--- config.mk ---
export PLATFORM = sky130hd
export DESIGN_NAME = neuron_mac_28
export DESIGN_NICKNAME = d
export VERILOG_FILES = /design/src/rtl/neuron_mac_28.sv
export SDC_FILE = /design/constraint.sdc
export NUM_CORES = 1
export LEC_CHECK = 0
export CAP_MARGIN = 25
export CORE_MARGIN = 10
export CORE_UTILIZATION = 60
export CTS_CLUSTER_DIAMETER = 30
export CTS_CLUSTER_SIZE = 28
export DETAILED_ROUTE_END_ITERATION = 6
export GPL_ROUTABILITY_DRIVEN = 1
export HOLD_SLACK_MARGIN = 0.02
export PLACE_DENSITY = 0.78
export SYNTH_ARGS = -nofsm -noshare
export SYNTH_HDL_FRONTEND = slang
export SYNTH_SLANG_ARGS = --single-unit
--- constraint.sdc ---
create_clock -name clk_i -period 4.2 [get_ports clk_i]
set_input_delay 0.42 -clock clk_i [delete_from_list [all_inputs] [get_ports clk_i]]
set_output_delay 0.42 -clock clk_i [all_outputs]
set_load 0.1 [all_outputs]
--- src/rtl/neuron_mac_28.sv ---
// Single-neuron MAC sequencer: sweeps both BRAMs, accumulates Q8.8 products,
// adds bias, optional ReLU, saturates to one Q8.8 output (DONE 31 cycles after START).
module neuron_mac_28 #(
  parameter int N_TAPS = 28,
  parameter int ADDR_W = 5,
  parameter int DATA_W = 16,
  parameter int FRAC_W = 8,
  parameter int ACC_W  = 40
) (
  input  logic                     clk_i,
  input  logic                     rst_n_i,
  input  logic                     start_i,
  input  logic                     relu_en_i,
  input  logic signed [DATA_W-1:0] bias_i,
  output logic        [ADDR_W-1:0] mem_addr_o,
  output logic                     mem_en_o,
  input  logic signed [DATA_W-1:0] w_data_i,
  input  logic signed [DATA_W-1:0] x_data_i,
  output logic                     busy_o,
  output logic                     done_o,
  output logic signed [DATA_W-1:0] y_o
);

  localparam int P_W = 2 * DATA_W;
  localparam int R_W = ACC_W - FRAC_W + 1;
  localparam logic [ADDR_W-1:0] LAST_ADDR = ADDR_W'(N_TAPS - 1);
  localparam logic signed [R_W-1:0] Y_MAX = R_W'((1 <<< (DATA_W - 1)) - 1);
  localparam logic signed [R_W-1:0] Y_MIN = ~Y_MAX;

  typedef enum logic [1:0] {IDLE, RUN, DRAIN, OUT} state_t;

  state_t                    state_q, state_d;
  logic        [ADDR_W-1:0]  addr_q, addr_d;
  logic signed [DATA_W-1:0]  bias_q;
  logic                      relu_q;
  logic signed [P_W-1:0]     p_q;
  logic                      p_vld_q;
  logic signed [ACC_W-1:0]   acc_q;
  logic                      drain_q;
  logic signed [DATA_W-1:0]  y_q, y_d;
  logic                      accept;
  logic signed [R_W-1:0]     r_full;
  logic signed [R_W-1:0]     r_relu;

  assign accept = (state_q == IDLE) && start_i;

  always_ff @(posedge clk_i or negedge rst_n_i) begin
    if (!rst_n_i) state_q <= IDLE;
    else          state_q <= state_d;
  end

  always_comb begin
    state_d = state_q;
    unique case (state_q)
      IDLE:    if (start_i) state_d = RUN;
      RUN:     if (addr_q == LAST_ADDR) state_d = DRAIN;
      DRAIN:   if (drain_q) state_d = OUT;
      OUT:     state_d = IDLE;
      default: state_d = IDLE;
    endcase
  end

  always_comb begin
    mem_en_o = (state_q == RUN);
    busy_o   = (state_q == RUN) || (state_q == DRAIN);
    done_o   = (state_q == OUT);
  end

  always_comb begin
    addr_d = addr_q;
    if (accept)
      addr_d = '0;
    else if (state_q == RUN && addr_q != LAST_ADDR)
      addr_d = addr_q + ADDR_W'(1);
  end

  // Floor-shift the accumulator back to Q8.8, then bias, ReLU and saturate.
  always_comb begin
    r_full = $signed({acc_q[ACC_W-1], acc_q[ACC_W-1:FRAC_W]})
           + $signed({{(R_W - DATA_W){bias_q[DATA_W-1]}}, bias_q});
    r_relu = (relu_q && r_full < 0) ? '0 : r_full;
    if (r_relu > Y_MAX)      y_d = Y_MAX[DATA_W-1:0];
    else if (r_relu < Y_MIN) y_d = Y_MIN[DATA_W-1:0];
    else                     y_d = r_relu[DATA_W-1:0];
  end

  always_ff @(posedge clk_i or negedge rst_n_i) begin
    if (!rst_n_i) begin
      addr_q  <= '0;
      bias_q  <= '0;
      relu_q  <= 1'b0;
      p_q     <= '0;
      p_vld_q <= 1'b0;
      acc_q   <= '0;
      drain_q <= 1'b0;
      y_q     <= '0;
    end else begin
      addr_q  <= addr_d;
      p_vld_q <= (state_q == RUN);
      drain_q <= (state_q == DRAIN);
      if (accept) begin
        bias_q <= bias_i;
        relu_q <= relu_en_i;
      end
      // Read data lands on the falling edge of the address cycle.
      if (state_q == RUN)
        p_q <= w_data_i * x_data_i;
      if (accept)
        acc_q <= '0;
      else if (p_vld_q)
        acc_q <= acc_q + $signed({{(ACC_W - P_W){p_q[P_W-1]}}, p_q});
      if (state_q == DRAIN && drain_q)
        y_q <= y_d;
    end
  end

  assign mem_addr_o = addr_q;
  assign y_o        = y_q;

endmodule

# --- Word-level counts from Yosys, hierarchy flattened ---
# Index checks and enable logic that the tools add are counted.
# W data, S select, Z words.
op_classes:
  n_mul: 1
  n_reduce_logical: 9
  addsub: 3
  n_mux: 11
  n_lt_le_gt_ge: 3
  n_eq_ne: 8
op_table:
  columns: ["op", "count"]
  rows:
  - ["$mux W40", 2]
  - ["$add A40 B32 Y40", 1]
  - ["$add A32 B16 Y33", 1]
  - ["$gt A33 B16 Y1 const B", 1]
  - ["$lt A33 B1 Y1 const B", 1]
  - ["$lt A33 B16 Y1 const B", 1]
  - ["$mux W33", 1]
  - ["$mul A16 B16 Y32", 1]
  - ["$mux W16", 2]
  - ["$mux W5", 2]
  - ["$pmux W2 S4", 1]
  - ["$mux W2", 3]
  - ["$add A5 B1 Y5 const B", 1]
  - ["$eq A5 B5 Y1 const B", 1]
  - ["$ne A5 B5 Y1 const B", 1]
  - ["$eq A2 B2 Y1 const B", 2]
  - ["$logic_and A1 B1 Y1", 4]
  - ["$ne A2 B2 Y1 const B", 2]
  - ["$reduce_bool A2 Y1", 2]
  - ["$reduce_and A3 Y1", 1]
  - ["$eq A2 B1 Y1 const B", 1]
  - ["$logic_not A2 Y1", 1]
  - ["$ne A2 B1 Y1 const B", 1]
  - ["$logic_or A1 B1 Y1", 1]
totals:
  ff_bits: 114
  elab_cells: 44
  inputBits: 52
  output_inout_bits: 24

# --- Longest topological paths before layout ---
logic_depth:
  word_depth: 7
  mapped_depth: 25
  depth_no_buf: 24

# --- Worst setup path before layout ---
# Ideal clock, no wire load.
synth_path:
  path_kind: "input port to flip-flop"
  start: "input x_data_i[7]"
  end: "register p_q[29]"
  arrival_time_ns: 6.238
  required_ns: 4.075
  setup_ns: 0.125
  stages: 24
  setup_slack_ns: -2.162
  path_cell_list: "clkbuf_1 nand2_1 fa_1 inv_1 fa_1 inv_1 fa_1 inv_1 fa_1 fa_1 inv_1 fa_1 inv_1 ha_1 and4_1 a21oi_1 nand4_1 o2111a_1 o21bai_1 a31oi_1 or4_1 a31oi_1 xnor2_1 mux2_2"
synth_via:
  elab_chain_len: 1
synth_rtl:
  columns: ["item", "line", "source"]
  rows:
  - ["start: declaration", "18", "input logic signed [DATA_W-1:0] x_data_i,"]
  - ["$mul A16 B16 Y32", "107", "p_q <= w_data_i * x_data_i;"]
  - ["end signal: assignment", "107", null]
  - ["end: declaration", "36", "logic signed [P_W-1:0] p_q;"]
# Every way passes these cells.
# A chain may end at the register's enable or synchronous reset.

# --- Worst setup path after layout ---
layout_path:
  start: "input w_data_i[15]"
  end: "register p_q[26]"
layout_via:
  elab_chain_len: 1
layout_rtl:
  columns: ["item", "line", "source"]
  rows:
  - ["start: declaration", "17", "input logic signed [DATA_W-1:0] w_data_i,"]
  - ["$mul A16 B16 Y32", "107", null]
# Every way passes these cells.

==> metrics.md <==
| Metric | Value |
|---|---|
| Seq/Total Area, Yosys | 15.4% |
| Top cells by area, synth | fa_1, dfrtp_1, ha_1, inv_1, nand2_1 |
| Critical Path Source Type | input port |
| Final setup fails | 24 |
| # diodes | 0 |
| Iter 0 DRT Violations | between 1000 and 1500 |
| Met2 wire length | between 20 and 30 mm |
| Worst clock skew | around 0.0065 ns |
| RePlAce Congestion | 0.905 |
| EDFF count, synth | 0 |
| Worst-Skew Late Latency | roughly 0.43 ns |
| Violated checks | setup timing |
| Routed len/inst | approximately 18 um |
| Ys Warns | 0 |
| Status | finished, violations left |
| Longest Clk Path Bufs | 2 |
| CTS Buf Count | 17 |
| Antenna-violating nets left | 0 |
| Max_slew headroom | between 30 and 40% |
| CTS sink count | approximately 110 |
| Drt first pass iters | 7 |
| FF/Latch Area | 2850 um2 |
| Initial Util | about three fifths |
| Final WS setup | -1.85 ns |
| Gr usage total | approximately a quarter |
| Met1 wire length | 19.7 mm |
| Die Y | between 150 and 200 um |
| H-tree levels | 4 |
| # rows | 64 |
| Nets | between 2000 and 3000 |
| Synth top area share | roughly 29% |
| Core ar. | 30500 um2 |
| Min cycle time layout | between 6 and 7 ns |
| Crit end category | flip-flop |
| CTS tree | done |
| Post-DP HPWL | 36.2 mm |
| Async S/R FF share, synth | between 90% and 100% |
| Synthesis-stage register bit count | around 110 |
| Layout cell share with drive strength beyond 1 | between 20 and 25% |
| Pin count of the biggest net entering global routing | 82 |
| Min-delay worst type | flip-flop to flip-flop |
| Die Footprint | roughly 38000 um2 |
| Total number of vias | 15900 |
| Synth Area per Inst | approximately 9 um2 |
| MaxCap Viol Count | 0 |
| Crit-path max FO | 5 |
| Final Hold Fails | 0 |
| Top FF cell, synth | dfrtp_1 |
| Least-Margin Pin Slew | 0.992 ns |
| Area delta synth->final | 25.0% |
| Vias in the first global route | 17000 |
| Cell area after synthesis | 18500 um2 |
| Uppermost layer routed | met4 |
| Fill cells | about 2000 |
| Yosys top cell by area | fa_1 |
| Via density per instance | between 5 and 6 |
| Fmax | about 0.17 GHz |
| Crit path arrival time | approximately 6.4 ns |
| Synth unique cells | 90 |
| Met3 WL post-DR | around 2.0 mm |
| GR Overflow Total | 0 |
| Post-Synthesis Cells | 2072 |
| RSZ-0062 raised after global routing | yes |
| Cells after DPL | between 2000 and 3000 |
| IO Port Bufs | 75 |
| Io pins | 76 |
| Global-route wire length before repair | just over 80 mm |
| Reg clk slew, reported paths | 0.06 ns |
| CTS root buf | clkbuf_16 |
| Final Cycle Share | 144% |
| Multi-input logic area | between 10000 and 15000 um2 |
| Initial antenna violation count | 0 |
| Die X | 196 um |
| Non-Filler Instances | between 2000 and 3000 |
| Final-report max-slew violation count | 0 |
| Smallest hold slack | between 0.4 and 0.5 ns |
| Critical path class | input port to flip-flop |
| Syn_nets | around 2500 |
| Post-Route WL | 48.4 mm |
| Flop2flop setup slack | around 0.12 ns |
| DR DRC count | 0 |
| CP Data Required Time | around 4.5 ns |
cell usage in the layout (no fill, tap or decap), types with 15 or more instances in the layout:
cell             count
a21oi_1             59
buf_4              184
o21a_1              18
xnor2_1             53
mux2i_1             22
and2_4              28
fa_2                21
o21ai_0             57
nor2_1             111
buf_6               61
xor2_1              27
a21o_1              43
fa_1               243
clkdlybuf4s50_1     42
ha_4                19
nor3_1              22
clkbuf_16           17
nand3_1             19
a21oi_2             15
inv_2               33
dfrtp_1            113
mux2_4              17
nand2_1            222
ha_1               133
inv_1              317
and2_1              99
state kept, by name (all words and copies together), names as in the netlist, 2 cells and up:
name	flops
mem_addr_o	5
state_q	2
bias_q	16
p_q	32
acc_q	40
y_o	16
stage by stage:
step                      area, um2  util, %  setup TNS [ns]  setup slack, ns
final                         23200     75.9          -29.21            -1.85
after global routing          23200     75.9          -33.06            -2.01
after CTS                     22500     73.7          -31.43            -1.96
after detailed placement      21200     69.5          -51.50            -2.79
after global placement        21200     69.5          -49.47            -2.68
after floorplan               18900        -          -25.85            -1.86
cell type report:
cell class                 instances  share of cell area, %
inverter                         352                   5.73
timing repair buffer             318                   12.2
tap                              396                   2.14
sequential                       114                   12.3
clock inverter                    13                   1.00
multi-input combinational       1538                   64.6
clock buffer                      19                   1.96
critical path: stages:
cell and delay, ns:
dlygate4sd2_1 0.24, buf_6 0.14, and2_4 0.16, fa_1 0.58, inv_2 0.09, buf_4 0.14, fa_1 0.54, inv_2 0.07
fa_1 0.52, fa_1 0.45, fa_1 0.55, inv_1 0.06, fa_1 0.53, inv_1 0.07, ha_4 0.25, buf_6 0.13
a21o_1 0.21, a221oi_4 0.38, o211ai_1 0.21, buf_4 0.21, nand2_4 0.07, xnor2_2 0.06, mux2_4 0.25
final timing paths:
| path | start | endpoint | cells past startpoint |
|---|---|---|---|
| max reg2reg | acc_q[8]$_DFFE_PN0P_ | y_o[3]$_DFFE_PN0P_ | 14 |
| min reg2reg | y_o[15]$_DFFE_PN0P_ | y_o[15]$_DFFE_PN0P_ | 2 |
| max in group asynchronous | rst_n_i | mem_addr_o[1]$_DFFE_PN0P_ | 4 |
| min in group asynchronous | rst_n_i | y_o[1]$_DFFE_PN0P_ | 2 |
| min | y_o[15]$_DFFE_PN0P_ | y_o[15]$_DFFE_PN0P_ | 2 |
| max | w_data_i[15] | p_q[26]$_DFFE_PN0P_ | 23 |
kinds of logic (layout without fill, tap and decap cells):
logic type	count (synthesis)	after routing	share of synthesized area, %
AND/OR/NAND/NOR	641	641	17.0
AO/OA/AOI/OAI	342	342	12.9
flip-flops	114	114	15.4
XOR/XNOR	83	83	3.96
multiplexers	49	49	2.83
adder cells (fa/ha/maj)	423	423	39.3
buffers and inverters	420	702	8.64
synthesized netlist by cell type, types with 6 or more instances:
master,instances
and4_1,7
o21bai_1,11
buf_2,8
nor3_1,23
nand4b_1,6
o21a_1,18
dfrtp_1,114
nand2_1,237
o211ai_1,12
mux2i_1,22
a21oi_1,75
o21ai_0,69
xnor2_1,54
a211oi_1,15
ha_1,159
and2_1,128
a221o_1,14
xor2_1,28
nor2_1,124
a211o_1,6
nand2b_1,14
mux2_2,27
nand3_1,22
and3_1,12
inv_1,352
nor2b_1,10
nor3b_1,10
a31oi_1,15
fa_1,264
clkbuf_1,55
a21o_1,43
nand4_1,14
per-layer routing:
metal | up-vias | global-route usage [%]
met5 | - | 0
met4 | 0 | 7.41
met3 | 141 | 3.41
met2 | 458 | 44.8
met1 | 7977 | 30.5
li1 | 7277 | -
timing repair:
item | 4_1_cts | 5_1_grt
setup endpoints to repair | 26 | 38
endpoints found under the hold margin | 0 | 35
pin swaps | 105 | 124
gates resized for setup | 196 | 184
buffers inserted | 37 | 19
cloned | 3 | 0
hold buffers | 0 | 1
Power is not shown: default switching activity piles up to over one toggle a cycle in this logic, so the estimate is an artifact.
==> variant, RTL diff (same settings) <==
The 4 states of `state_t` get a one-hot encoding in 4 bits.
--- a/src/rtl/neuron_mac_28.sv
+++ b/src/rtl/neuron_mac_28.sv
@@ -27,7 +27,7 @@
   localparam logic signed [R_W-1:0] Y_MAX = R_W'((1 <<< (DATA_W - 1)) - 1);
   localparam logic signed [R_W-1:0] Y_MIN = ~Y_MAX;
 
-  typedef enum logic [1:0] {IDLE, RUN, DRAIN, OUT} state_t;
+  typedef enum logic [3:0] {IDLE = 4'b0001, RUN = 4'b0010, DRAIN = 4'b0100, OUT = 4'b1000} state_t;
 
   state_t                    state_q, state_d;
   logic        [ADDR_W-1:0]  addr_q, addr_d;
Behaviour: same outputs for any inputs over 10 cycles, from zero or initial values and one cycle with rst_n_i low; not proved beyond that.
==> variant against the unedited design <==
  * The flow still finishes with violations (setup timing)
  * Sequential cell count increased by 2
  * Final cell count grew 2.2%
  * Global-route usage increased by 1.6 points
  * Clock skew up 1.4 ps
  * Routed wire length increased by 6.8%
  * Final area grew 0.16%
  * Non-clock buffer count increased by 28
  * Hold slack worse by 460 ps
  * Count of clock-buffer cells in the layout fell by 1
  * Worst setup slack gained 160 ps
  * Area after synthesis grew 0.14%
  * Largest cell class unchanged
Power is not shown: default switching activity piles up to over one toggle a cycle in this logic, so the estimate is an artifact.
==> variant: results (changes against the unedited design) <==
worst min path class: input pin to asynchronous set/reset pin (was flip-flop to flip-flop)
Final Net Count: 2,872 (was 2,816)
Top delay family on crit path: adder cells (unchanged)
syn nets: 2,581 (was 2,547)
clk slew on worst S/H paths: 60 ps (about the same)
register area share after synthesis: 15.65% (was 15.40%)
failing checks: setup timing (unchanged)
Critical-path top delay cell: fa_2 (was fa_1)
first-pass GRT wire length: 85,200 µm (was 80,500 µm)
Ys Warns: 0 (unchanged)
H-tree depth: 4 (unchanged)
asr flop ratio synth: 100.0% (unchanged)
gr usage total: 26.58% (was 24.97%)
final wirelength: 51,720 µm (was 48,440 µm)
Worst R2R End: y_o[14] (was y_o[3])
Post-DP Area: 21,270 µm² (was 21,220 µm²)
Setup crit start: w_data_i[11] (was w_data_i[15])
Final TNS setup: -28,760 ps (was -29,210 ps)
skew final: 7.922 ps (was 6.488 ps)
Clock Path Buffers: 2 (unchanged)
R2R setup slack: 430 ps (was 120 ps)
largest net degree at the start of global routing: 55 (was 82)
CTS buffer count: 17 (unchanged)
Post-DP HPWL: 36,810 µm (was 36,220 µm)
Root Driver: clkbuf_16 (unchanged)
share of layout cells above drive strength 1: 23.15% (was 23.07%)
Top FF cell, synth: dfrtp_1 (unchanged)
final worst setup slack: -1695 ps (was -1852 ps)
run status: complete, but fails checks (unchanged)
1st-iter DRT viols: 1,348 (was 1,209)
worst r2r src: bias_q[15] (was acc_q[8])
RePlAce Congestion: 0.9564 (was 0.9051)
Pre-antenna DRT Iters: 5 (was 7)
data arrival time of the critical path: 6200 ps (was 6360 ps)
worst-case reg-to-reg path depth: 13 (was 14)
slew at the pin closest to its max-slew limit: 1023 ps (was 992.2 ps)
CP max FO: 8 (was 5)
final setup vio count: 24 (unchanged)
via count: 16,221 (was 15,853)
antenna violations before repair: 0 (unchanged)
hold slack: 29.88 ps (was 486.4 ps)
distinct cell type count of the synthesized netlist: 87 (was 90)
Post-synth top cells: 346 x inv_1, 275 x nand2_1, 264 x fa_1 (was 352 x inv_1, 264 x fa_1, 237 x nand2_1)
clk_lat worst skew: 430 ps (about the same)
Synth area leaders: fa_1 28%, dfrtp_1 16%, ha_1 10% (was fa_1 29%, dfrtp_1 15%, ha_1 11%)
ANT cells: 0 (unchanged)
Biggest register: acc_q (unchanged)
input/output buffers: 75 (unchanged)
Worst path max stage delay: 600 ps (was 580 ps)
top flop regs: acc_q x40, p_q x32 (unchanged)
number of global-route vias before repair: 17,350 (was 17,040)
-- variant: cell count changes after synthesis, moves of 8 or more --
cell     before  now
o22ai_1       1   10
o21ai_0      69   79
a21o_1       43   58
mux2_2       27    2
nor2_1      124  116
o22ai_2       0   10
nand2_1     237  275
a221o_1      14    4
a21oi_1      75   83
-- variant: worst max-delay path by stage --
stage	slack [ps]	end	cells after the start
after floorplan	-1620	p_q[30]	23
after global placement	-2350	p_q[30]	23
final	-1690	p_q[24]	24
after detailed placement	-2470	p_q[30]	23
after CTS	-1500	p_q[29]	25
after global routing	-1880	p_q[30]	24
-- variant: timing repair --
action,4_1_cts,5_1_grt
setup endpoints to repair,26,25
cloned,6,0
buffers inserted,71,22
gates resized for setup,252,91
pin swaps,168,115
hold buffers,0,0
-- variant: final cells by class --
| type | count | area [µm²] |
|---|---|---|
| Sequential cell | 116 | 2904 |
| Clock inverter | 14 | 120.1 |
| Multi-Input combinational cell | 1574 | 14890 |
| Tap cell | 396 | 495.5 |
| Clock buffer | 18 | 429.2 |
| Timing Repair Buffer | 346 | 3045 |
| Fill cell | 2016 | 7400 |
| Inverter | 347 | 1308 |
-- variant: per-layer routing --
| metal | global-route usage, % | vias up | wire length [µm] |
|---|---|---|---|
| met5 | 0 | - | 0 |
| met4 | 10.55 | 0 | 2315 |
| met3 | 4.297 | 201 | 3155 |
| met2 | 46.43 | 658 | 25740 |
| met1 | 32.08 | 7930 | 20510 |
| li1 | - | 7432 | - |
-- variant: through the flow --
| step | cells | setup slack, ps |
|---|---|---|
| floorplan | 2111 | -1618 |
| global placement | 2690 | -2346 |
| detailed placement | 2690 | -2473 |
| CTS | 2796 | -1500 |
| global route | 2811 | -1879 |
| finish | 2811 | -1695 |
-- variant: logic make-up after synthesis --
kind of cell	after synthesis	synth area share (%)
XOR/XNOR	80	3.777
multiplexers	28	1.524
AND/OR/NAND/NOR	670	17.30
AO/OA/AOI/OAI	378	14.24
adder cells (fa/ha/maj)	418	38.88
flip-flops	116	15.65
buffers and inverters	421	8.633
